===== src/rtl/wrr_credit_scheduler_pkg.sv =====
// Shared definitions for the credit-based weighted round-robin scheduler:
// channel/weight sizing, FSM state encoding and a saturating increment helper.
package wrr_credit_scheduler_pkg;

  localparam int NUM_CH   = 4;
  localparam int WEIGHT_W = 4;
  localparam int STAT_W   = 8;

  typedef enum logic [1:0] {
    ST_IDLE = 2'd0,
    ST_LOAD = 2'd1,
    ST_RUN  = 2'd2
  } state_t;

  function automatic logic [STAT_W-1:0] sat_inc(input logic [STAT_W-1:0] value);
    return (value == {STAT_W{1'b1}}) ? value : value + {{(STAT_W-1){1'b0}}, 1'b1};
  endfunction

endpackage


===== src/rtl/wrr_credit_scheduler_if.sv =====
// FIFO/sink handshake bundle of the scheduler: empty/stall in, pop/grant_id/refill out.
interface wrr_credit_scheduler_if;
  import wrr_credit_scheduler_pkg::*;

  logic [NUM_CH-1:0] empty;
  logic              stall;
  logic [NUM_CH-1:0] pop;
  logic [1:0]        grant_id;
  logic              refill;

  modport master (input empty, input stall, output pop, output grant_id, output refill);
  modport slave  (output empty, output stall, input pop, input grant_id, input refill);

endinterface


===== src/rtl/wrr_credit_scheduler_rr_pick.sv =====
// Combinational rotating-priority picker: first set bit of eligible at or after ptr (mod 4).
module wrr_rr_pick
  import wrr_credit_scheduler_pkg::*;
(
  input  logic [NUM_CH-1:0] eligible,
  input  logic [1:0]        ptr,
  output logic              found,
  output logic [1:0]        win
);

  // Scan from the farthest offset down so the offset nearest ptr is written last and wins.
  always_comb begin
    found = 1'b0;
    win   = 2'd0;
    for (int i = NUM_CH - 1; i >= 0; i--) begin
      found = found | eligible[ptr + 2'(i)];
      win   = eligible[ptr + 2'(i)] ? (ptr + 2'(i)) : win;
    end
  end

endmodule


===== src/rtl/wrr_credit_scheduler.sv =====
// Credit-based WRR scheduler over 4 virtual-channel FIFOs with Mealy pop strobes.
// Optional per-channel saturating grant counters are enabled with `define WRR_STATS_EN.
module wrr_credit_scheduler
  import wrr_credit_scheduler_pkg::*;
(
  input  logic                         clk,
  input  logic                         rst,
  input  logic                         enb,
  input  logic                         init,
  input  logic [NUM_CH*WEIGHT_W-1:0]   weight_cfg,
  output logic                         cfg_loaded,
  output logic [NUM_CH*STAT_W-1:0]     grant_count,
  wrr_credit_scheduler_if.master       bus
);

  state_t              state_r;
  logic [1:0]          ptr_r;
  logic [WEIGHT_W-1:0] weight_r [NUM_CH];
  logic [WEIGHT_W-1:0] credit_r [NUM_CH];
  logic                cfg_loaded_r;

  logic [NUM_CH-1:0]   eligible_s;
  logic [NUM_CH-1:0]   backlog_s;
  logic                found_s;
  logic [1:0]          win_s;
  logic                run_s;
  logic                grant_s;
  logic                refill_s;
  logic [WEIGHT_W-1:0] credit_next_s;

  wrr_rr_pick u_pick (
    .eligible (eligible_s),
    .ptr      (ptr_r),
    .found    (found_s),
    .win      (win_s)
  );

  // Eligibility, grant/refill decisions; init in RUN suppresses both for that cycle.
  always_comb begin
    eligible_s = 4'b0000;
    backlog_s  = 4'b0000;
    for (int c = 0; c < NUM_CH; c++) begin
      eligible_s[c] = !bus.empty[c] && (credit_r[c] != 4'd0);
      backlog_s[c]  = !bus.empty[c] && (weight_r[c] != 4'd0);
    end
    run_s         = enb && !rst && !init && (state_r == ST_RUN) && !bus.stall;
    grant_s       = run_s && found_s;
    refill_s      = run_s && !found_s && (|backlog_s);
    credit_next_s = credit_r[win_s] - 4'd1;
  end

  assign bus.pop      = grant_s ? (4'b0001 << win_s) : 4'b0000;
  assign bus.grant_id = grant_s ? win_s : 2'd0;
  assign bus.refill   = refill_s;
  assign cfg_loaded   = cfg_loaded_r;

  // FSM, weight/credit registers and rotation pointer.
  always_ff @(posedge clk) begin
    if (rst) begin
      state_r      <= ST_IDLE;
      ptr_r        <= 2'd0;
      cfg_loaded_r <= 1'b0;
      for (int c = 0; c < NUM_CH; c++) begin
        weight_r[c] <= 4'd0;
        credit_r[c] <= 4'd0;
      end
    end else if (enb) begin
      case (state_r)
        ST_IDLE: begin
          state_r <= init ? ST_LOAD : ST_IDLE;
        end
        ST_LOAD: begin
          for (int c = 0; c < NUM_CH; c++) begin
            weight_r[c] <= weight_cfg[WEIGHT_W*c +: WEIGHT_W];
            credit_r[c] <= weight_cfg[WEIGHT_W*c +: WEIGHT_W];
          end
          ptr_r        <= 2'd0;
          state_r      <= ST_RUN;
          cfg_loaded_r <= 1'b1;
        end
        ST_RUN: begin
          if (init) begin
            state_r      <= ST_LOAD;
            cfg_loaded_r <= 1'b0;
          end else if (grant_s) begin
            // Stay on the winner while it has credit so its burst is contiguous.
            credit_r[win_s] <= credit_next_s;
            ptr_r           <= (credit_next_s == 4'd0) ? (win_s + 2'd1) : win_s;
          end else if (refill_s) begin
            for (int c = 0; c < NUM_CH; c++) begin
              credit_r[c] <= weight_r[c];
            end
          end else begin
            ptr_r <= ptr_r;
          end
        end
        default: begin
          state_r      <= ST_IDLE;
          cfg_loaded_r <= 1'b0;
        end
      endcase
    end else begin
      state_r <= state_r;
    end
  end

`ifdef WRR_STATS_EN
  logic [STAT_W-1:0] count_r [NUM_CH];

  // Per-channel grant counters; cleared on reset and on every entry to LOAD.
  always_ff @(posedge clk) begin
    if (rst) begin
      for (int c = 0; c < NUM_CH; c++) count_r[c] <= 8'd0;
    end else if (enb && init && ((state_r == ST_IDLE) || (state_r == ST_RUN))) begin
      for (int c = 0; c < NUM_CH; c++) count_r[c] <= 8'd0;
    end else if (grant_s) begin
      count_r[win_s] <= sat_inc(count_r[win_s]);
    end else begin
      count_r[0] <= count_r[0];
    end
  end

  // Pack the counters onto the flat output.
  always_comb begin
    grant_count = 32'd0;
    for (int c = 0; c < NUM_CH; c++) begin
      grant_count[STAT_W*c +: STAT_W] = count_r[c];
    end
  end
`else
  assign grant_count = {(NUM_CH*STAT_W){1'b0}};
`endif

endmodule


===== src/flat_wrapper.sv =====
// flat-port wrapper written by rule: the top's interface ports become plain ports
module wrr_credit_scheduler_flat import wrr_credit_scheduler_pkg::*;
  (clk, rst, enb, init, weight_cfg, cfg_loaded, grant_count, bus_empty, bus_stall, bus_pop, bus_grant_id, bus_refill);
  wrr_credit_scheduler_if bus_i ();
  input  logic clk;
  input  logic rst;
  input  logic enb;
  input  logic init;
  input  logic [NUM_CH*WEIGHT_W-1:0] weight_cfg;
  output logic cfg_loaded;
  output logic [NUM_CH*STAT_W-1:0] grant_count;
  input wire logic [$bits(bus_i.empty)-1:0] bus_empty;
  input wire logic [$bits(bus_i.stall)-1:0] bus_stall;
  output wire logic [$bits(bus_i.pop)-1:0] bus_pop;
  output wire logic [$bits(bus_i.grant_id)-1:0] bus_grant_id;
  output wire logic [$bits(bus_i.refill)-1:0] bus_refill;
  assign bus_i.empty = bus_empty;
  assign bus_i.stall = bus_stall;
  assign bus_pop = bus_i.pop;
  assign bus_grant_id = bus_i.grant_id;
  assign bus_refill = bus_i.refill;
  wrr_credit_scheduler u_core (.clk(clk), .rst(rst), .enb(enb), .init(init), .weight_cfg(weight_cfg), .cfg_loaded(cfg_loaded), .grant_count(grant_count), .bus(bus_i));
endmodule

===== config.mk =====
export PLATFORM = sky130hd
export DESIGN_NAME = wrr_credit_scheduler_flat
export DESIGN_NICKNAME = d
export VERILOG_FILES = /design/src/rtl/wrr_credit_scheduler_pkg.sv /design/src/rtl/wrr_credit_scheduler_if.sv /design/src/rtl/wrr_credit_scheduler_rr_pick.sv /design/src/rtl/wrr_credit_scheduler.sv /design/src/flat_wrapper.sv
export SDC_FILE = /design/constraint.sdc
export NUM_CORES = 1
export LEC_CHECK = 0
export CAP_MARGIN = 30
export CORE_MARGIN = 1.5
export CORE_UTILIZATION = 46
export CTS_CLUSTER_SIZE = 24
export DETAILED_ROUTE_END_ITERATION = 8
export GPL_ROUTABILITY_DRIVEN = 1
export PLACE_DENSITY = 0.84
export SETUP_SLACK_MARGIN = 0.5
export SLEW_MARGIN = 10
export SYNTH_ARGS = -nofsm -noshare
export SYNTH_HDL_FRONTEND = slang
export SYNTH_SLANG_ARGS = --single-unit

===== constraint.sdc =====
create_clock -name clk -period 9.6 [get_ports clk]
set_input_delay 1.92 -clock clk [delete_from_list [all_inputs] [get_ports clk]]
set_output_delay 1.92 -clock clk [all_outputs]
set_load 0.005 [all_outputs]

## Word level (Yosys, flattened, before mapping)

Memories as Yosys holds them, arrays and structs flattened.
Cells that the tools add are included.

- Register bits: 5
- Bits in writable memories: 32
- Bits of input ports: 25
- Output and inout port bits: 40
- Word-level logic and storage cells: 132
- Memories: 2

- Add/sub/neg operators: 5
- $lt $le $gt $ge: 4
- Equality and inequality tests: 5
- Shift operators: 1
- Mux-type cells: 57
- Bitwise logic cells: 16
- Reductions and logical operators: 39

Memories:

| name | words | width | rd ports | clocked after memory_dff | wr ports | line | RTL |
|---|---|---|---|---|---|---|---|
| u_core.credit_r | 4 | 4 | 5 | 0 | 4 | wrr_credit_scheduler.sv:19 | `logic [WEIGHT_W-1:0] credit_r [NUM_CH];` |
| u_core.weight_r | 4 | 4 | 4 | 0 | 4 | wrr_credit_scheduler.sv:18 | `logic [WEIGHT_W-1:0] weight_r [NUM_CH];` |

Operators by type and width:

| operator | count |
|---|---|
| $mux 4 | 14 |
| $reduce_bool 4->1 | 8 |
| $mux 1 | 26 |
| $mux 2 | 10 |
| $logic_and 1x1->1 | 15 |
| $or 1x1->1 | 15 |
| $lt 2x3->1 const B | 4 |
| $bmux 1 s2 | 4 |
| $logic_not 1->1 | 8 |
| $reduce_or 4->1 | 2 |
| $pmux 2 s3 | 1 |
| $add 2x1->2 const B | 2 |
| $add 2x2->2 const B | 2 |
| $logic_not 4->1 | 1 |
| $ne 2x2->1 const B | 2 |
| $pmux 2 s2 | 1 |
| $reduce_and 4->1 | 1 |
| $shl 1x2->4 const A | 1 |
| $sub 4x1->4 const B | 1 |
| $pmux 1 s3 | 1 |
| $reduce_and 3->1 | 1 |
| $eq 2x1->1 const B | 1 |
| $eq 2x2->1 const B | 1 |
| $logic_not 2->1 | 1 |
| 4 further kinds | 4 |

## Logic depth before layout (Yosys ltp)

An unclocked memory read counts as a cell.

- Depth in word-level cells: 20
- Gate-level depth with buffers: 12
- Gate-level depth less buffers: 11

## Cells and area by module

From an unflattened synthesis, not the netlist that was laid out.

- Cells, all modules: 219
- Area, all modules: 2,334.7 um^2

Modules (own cells, without submodules):

| module | instances | cells an instance | area each (um^2) | sequential area each (um^2) |
|---|---|---|---|---|
| wrr_credit_scheduler | 1 | 206 | 2,257.2 | 1,061.0 |
| wrr_rr_pick | 1 | 13 | 77.6 | 0.0 |

## Least setup slack after synthesis

No wires, ideal clock.

- Path kind: input to output
- Start point: input rst
- End point: output bus_refill
- Data arrival time: 3.128 ns
- Path slack: 4.552 ns
- Stages on the path: 5
- Path buffers: 2
- Cell sequence: nor4_1 nand3_1 nor2_1 clkbuf_1 clkbuf_1

- Cells in the longest elaborated chain, start to end: 7

RTL lines:

| item | line | RTL |
|---|---|---|
| start: declaration | flat_wrapper.sv:6 | `input logic rst;` |
| $logic_not 1->1 | wrr_credit_scheduler.sv:46 | `run_s = enb && !rst && !init && (state_r == ST_RUN) && !bus.stall;` |
| $logic_and 1x1->1 (4 in a row) | wrr_credit_scheduler.sv:46 |  |
| $logic_and 1x1->1 (2 in a row) | wrr_credit_scheduler.sv:48 | `refill_s = run_s && !found_s && (\|backlog_s);` |
| end: declaration | flat_wrapper.sv:16 | `output wire logic [$bits(bus_i.refill)-1:0] bus_refill;` |

No other way between the ends.

## Worst setup path in the final report

- Start point: input bus_empty[3]
- End point: output bus_pop[0]

- Cells in the longest elaborated chain, start to end: 10
- Elaborated cells on any way between the ends: 20

RTL lines:

| item | line | RTL |
|---|---|---|
| start: declaration | flat_wrapper.sv:12 | `input wire logic [$bits(bus_i.empty)-1:0] bus_empty;` |
| $logic_not 1->1 * | wrr_credit_scheduler.sv:43 | `eligible_s[c] = !bus.empty[c] && (credit_r[c] != 4'd0);` |
| $logic_and 1x1->1 * | wrr_credit_scheduler.sv:43 |  |
| $bmux 1 s2 | wrr_credit_scheduler_rr_pick.sv:16, wrr_credit_scheduler_rr_pick.sv:17 |  |
| $mux 1 (implied by the code) | wrr_credit_scheduler_rr_pick.sv:16, wrr_credit_scheduler_rr_pick.sv:17 |  |
| $mux 2 (4 in a row) | wrr_credit_scheduler_rr_pick.sv:17 | `win = eligible[ptr + 2'(i)] ? (ptr + 2'(i)) : win;` |
| $shl 1x2->4 | wrr_credit_scheduler.sv:52 | `assign bus.pop = grant_s ? (4'b0001 << win_s) : 4'b0000;` |
| $mux 4 * | wrr_credit_scheduler.sv:52 |  |
| end: declaration | flat_wrapper.sv:14 | `output wire logic [$bits(bus_i.pop)-1:0] bus_pop;` |

Mark *: on every way between the ends. The rest lies on a longest branch, timed or not. The select of a mux whose other input is x is not followed.

==> results by group <==
Status
  • Status: complete, no violations

Routing
  • Initial DRT Pass Iterations: 4
  • DR WL/cell: 14.1 um
  • 1st-iter DRT viols: 152
  • Detailed-route via count: 1723
  • DRT Wirelength: 4650 um
  • Wire length on met1: 2030 um
  • Remaining antenna violation count: 0
  • Highest metal used: met4
  • Vias per inst: 5.22
  • Met3 WL: 296 um
  • # DRC: 0
  • Routed wl met2: 2210 um

Setup path
  • CP Class: primary input to output port
  • Critical Path, Cell by Cell: clkdlybuf4s50_1, inv_1, a2111oi_2, a21oi_1, and2_4, inv_1, ha_1, and2_1, clkdlybuf4s50_1
  • Required time worst endpoint: 7.68 ns
  • Cell count of the worst reg-to-reg path: 11
  • Endpoint type of the worst setup path: output port
  • CP Max Fanout: 13
  • CP arrival: 4.14 ns
  • CP peak stage delay: 0.58 ns
  • Worst setup SP type: primary input
  • CP max stage cell: clkdlybuf4s50_1

Clock tree
  • CTS H-tree depth: 2
  • Worst skew pair latency: 0.28 ns
  • Clock sinks: 37
  • Clock Root Buffer: clkbuf_8
  • CTS tree: built
  • Post-CTS Resized: 0
  • Setup bufs post-CTS: 0
  • Reg clk slew, reported paths: 0.07 ns
  • Cts hold-fix bufs: 0
  • TritonCTS Buffers: 5
  • Clock Path Buffers: 2

Synth
  • EDFF count, synth: 32
  • Mapped Cells: 226
  • Syn Area/Cell: 10.7 sq um
  • #FFs+latches synth: 37
  • Ys flop type: edfxtp_1
  • Post-Syn Area: 2410 sq um
  • Async set-or-reset flop fraction in the synthesized netlist: 0%
  • Netlist cell types: 45
  • Register area share after synthesis: 44.1%
  • Count of warnings emitted by yosys: 0

Timing
  • Unrepaired setup endpoints after global routing: false
  • Endpoints failing hold: 0
  • Tmin final: 6.06 ns
  • FMAX: 0.165 GHz
  • Final setup vio count: 0
  • Final worst-path cycle share: 63.1%
  • Post-route setup TNS: 0 ns
  • Slew HR: 48.7%
  • Slew @ Worst Pin: 0.770 ns
  • Worst setup margin: 3.54 ns
  • Fin Hold WS: 0.520 ns
  • Clock Skew: 0.00657 ns
  • Max-slew violation count: 0

GRT
  • Vias in the first global route: 1648
  • Largest net degree at the start of global routing: 24
  • Global route overflow: 0
  • First-pass GRT wire length: 7490 um
  • Initial antenna violation count: 0
  • Global-route usage over all layers: 18.0%

Cells and area
  • Fin util: 54.1%
  • Filler instances: 457
  • Layout area overhead: 14.0%
  • Area of the multi-input gates: 1150 sq um
  • Post-route insts no fill: 330
  • Diodes inserted: 0
  • NumNets Final: 291
  • Layout cells sized above 1: 9.62%
  • Register area: 1060 sq um

Placed design
  • DP HPWL: 3720 um
  • IO buf count: 32
  • Gpl congestion: 0.916
  • Dpl ws: 3.57 ns
  • Placed insts: 323

Floorplan
  • Row count: 26
  • Die H: 75.3 um
  • Die ar.: 5680 sq um
  • Die width: 75.3 um
  • Initial Util: 47.4%
  • Core Box Area: 5070 sq um
  • Ports: 65

Hold path
  • Hold WC Path Type: flip-flop to flip-flop
  • Worst Hold Depth: 2

Power
  • P per Cell Area: 129 nW/um^2
  • Peak VDD IR: 0.0000811 V
  • LEAKAGE: 0.00109 uW

Flow run
  • Maxcap violations: 0
-- placed cells by master, fill, tap and decap left out, types with 2 or more instances in the layout --
| cell | synthesis | routed |
|---|---|---|
| conb_1 | 1 | 32 |
| o21ai_0 | 7 | 7 |
| ha_1 | 6 | 6 |
| mux2_2 | 5 | 5 |
| or2_2 | 3 | 3 |
| o32a_1 | 2 | 2 |
| inv_1 | 10 | 10 |
| nand2_1 | 9 | 9 |
| a221o_1 | 8 | 8 |
| nand2b_1 | 4 | 4 |
| o22ai_1 | 4 | 4 |
| edfxtp_1 | 32 | 32 |
| and2_1 | 20 | 20 |
| clkdlybuf4s50_1 | 0 | 32 |
| and3_1 | 2 | 2 |
| a21o_1 | 4 | 4 |
| clkbuf_8 | 0 | 5 |
| o211ai_1 | 3 | 3 |
| nor4_1 | 10 | 10 |
| mux2i_1 | 8 | 8 |
| nor3_1 | 5 | 5 |
| a21oi_1 | 9 | 9 |
| nor2_1 | 12 | 12 |
| dfxtp_1 | 5 | 5 |
-- power breakdown --
group	switching, uW	internal [uW]	total (uW)
Combinational	37.9	29.9	67.8
Sequential	5.52	184	189
Clock	48.7	48.8	97.5
-- cell type report --
cell class | count | share of cell area (%)
Clock buffer | 6 | 2.64
Tap cell | 70 | 3.19
Clock inverter | 1 | 0.137
Multi-Input combinational cell | 173 | 42.1
Sequential cell | 37 | 38.7
Timing Repair Buffer | 33 | 11.9
Inverter | 10 | 1.37
-- flip-flops by register name (all words and copies together) (netlist names) --
| signal | cells |
|---|---|
| u_core.cfg_loaded | 1 |
| u_core.weight_r | 16 |
| u_core.state_r | 2 |
| u_core.credit_r | 16 |
| u_core.ptr_r | 2 |
-- stage by stage --
| step | power [uW] | instance area [sq um] |
|---|---|---|
| global placement | 258 | 2670 |
| global route | 372 | 2750 |
| finish | 355 | 2750 |
| detailed placement | 260 | 2670 |
| CTS | 356 | 2750 |
| floorplan | 246 | 2520 |
-- layer usage --
| layer | global-route usage [%] | up-vias |
|---|---|---|
| li1 | - | 840 |
| met1 | 22.1 | 789 |
| met2 | 29.3 | 85 |
| met3 | 4.37 | 9 |
| met4 | 9.72 | 0 |
| met5 | 0 | - |
-- synth_stat cells, types with 2 or more instances --
| library cell | instances | area [sq um] |
|---|---|---|
| buf_4 | 33 | 248 |
| edfxtp_1 | 32 | 961 |
| and2_1 | 20 | 125 |
| nor2_1 | 12 | 45.0 |
| inv_1 | 10 | 37.5 |
| nor4_1 | 10 | 62.6 |
| a21oi_1 | 9 | 45.0 |
| nand2_1 | 9 | 33.8 |
| a221o_1 | 8 | 80.1 |
| mux2i_1 | 8 | 80.1 |
| o21ai_0 | 7 | 35.0 |
| ha_1 | 6 | 75.1 |
| dfxtp_1 | 5 | 100 |
| mux2_2 | 5 | 56.3 |
| nor3_1 | 5 | 25.0 |
| a21o_1 | 4 | 30.0 |
| nand2b_1 | 4 | 25.0 |
| o22ai_1 | 4 | 25.0 |
| clkbuf_1 | 3 | 11.3 |
| o211ai_1 | 3 | 22.5 |
| or2_2 | 3 | 18.8 |
| and3_1 | 2 | 12.5 |
| o32a_1 | 2 | 20.0 |
-- cell families after synthesis --
group                    share of synthesized area, %
AO/OA/AOI/OAI                                    16.0
adder cells (fa/ha/maj)                          3.12
buffers and inverters                            12.8
flip-flops                                       44.1
multiplexers                                     6.86
other                                           0.156
AND/OR/NAND/NOR                                  17.0
-- worst max-delay path: cells and delay by family --
family | cells | cell delay [ns]
adder cells (fa/ha/maj) | 1 | 0.16
AND/OR/NAND/NOR | 2 | 0.34
buffers and inverters | 4 | 1.33
AO/OA/AOI/OAI | 2 | 0.38
-- worst paths after layout --
| kind | startpoint | to | slack (ns) |
|---|---|---|---|
| setup / recovery | bus_empty[3] | bus_pop[0] | 3.54 |
| hold / removal | u_core.cfg_loaded | u_core.cfg_loaded | 0.52 |
| hold reg to reg | u_core.cfg_loaded | u_core.cfg_loaded | 0.52 |
| setup reg to reg | u_core.credit_r[2][1] | u_core.credit_r[2][2] | 6.00 |
Power figures use the tool's default switching activity.
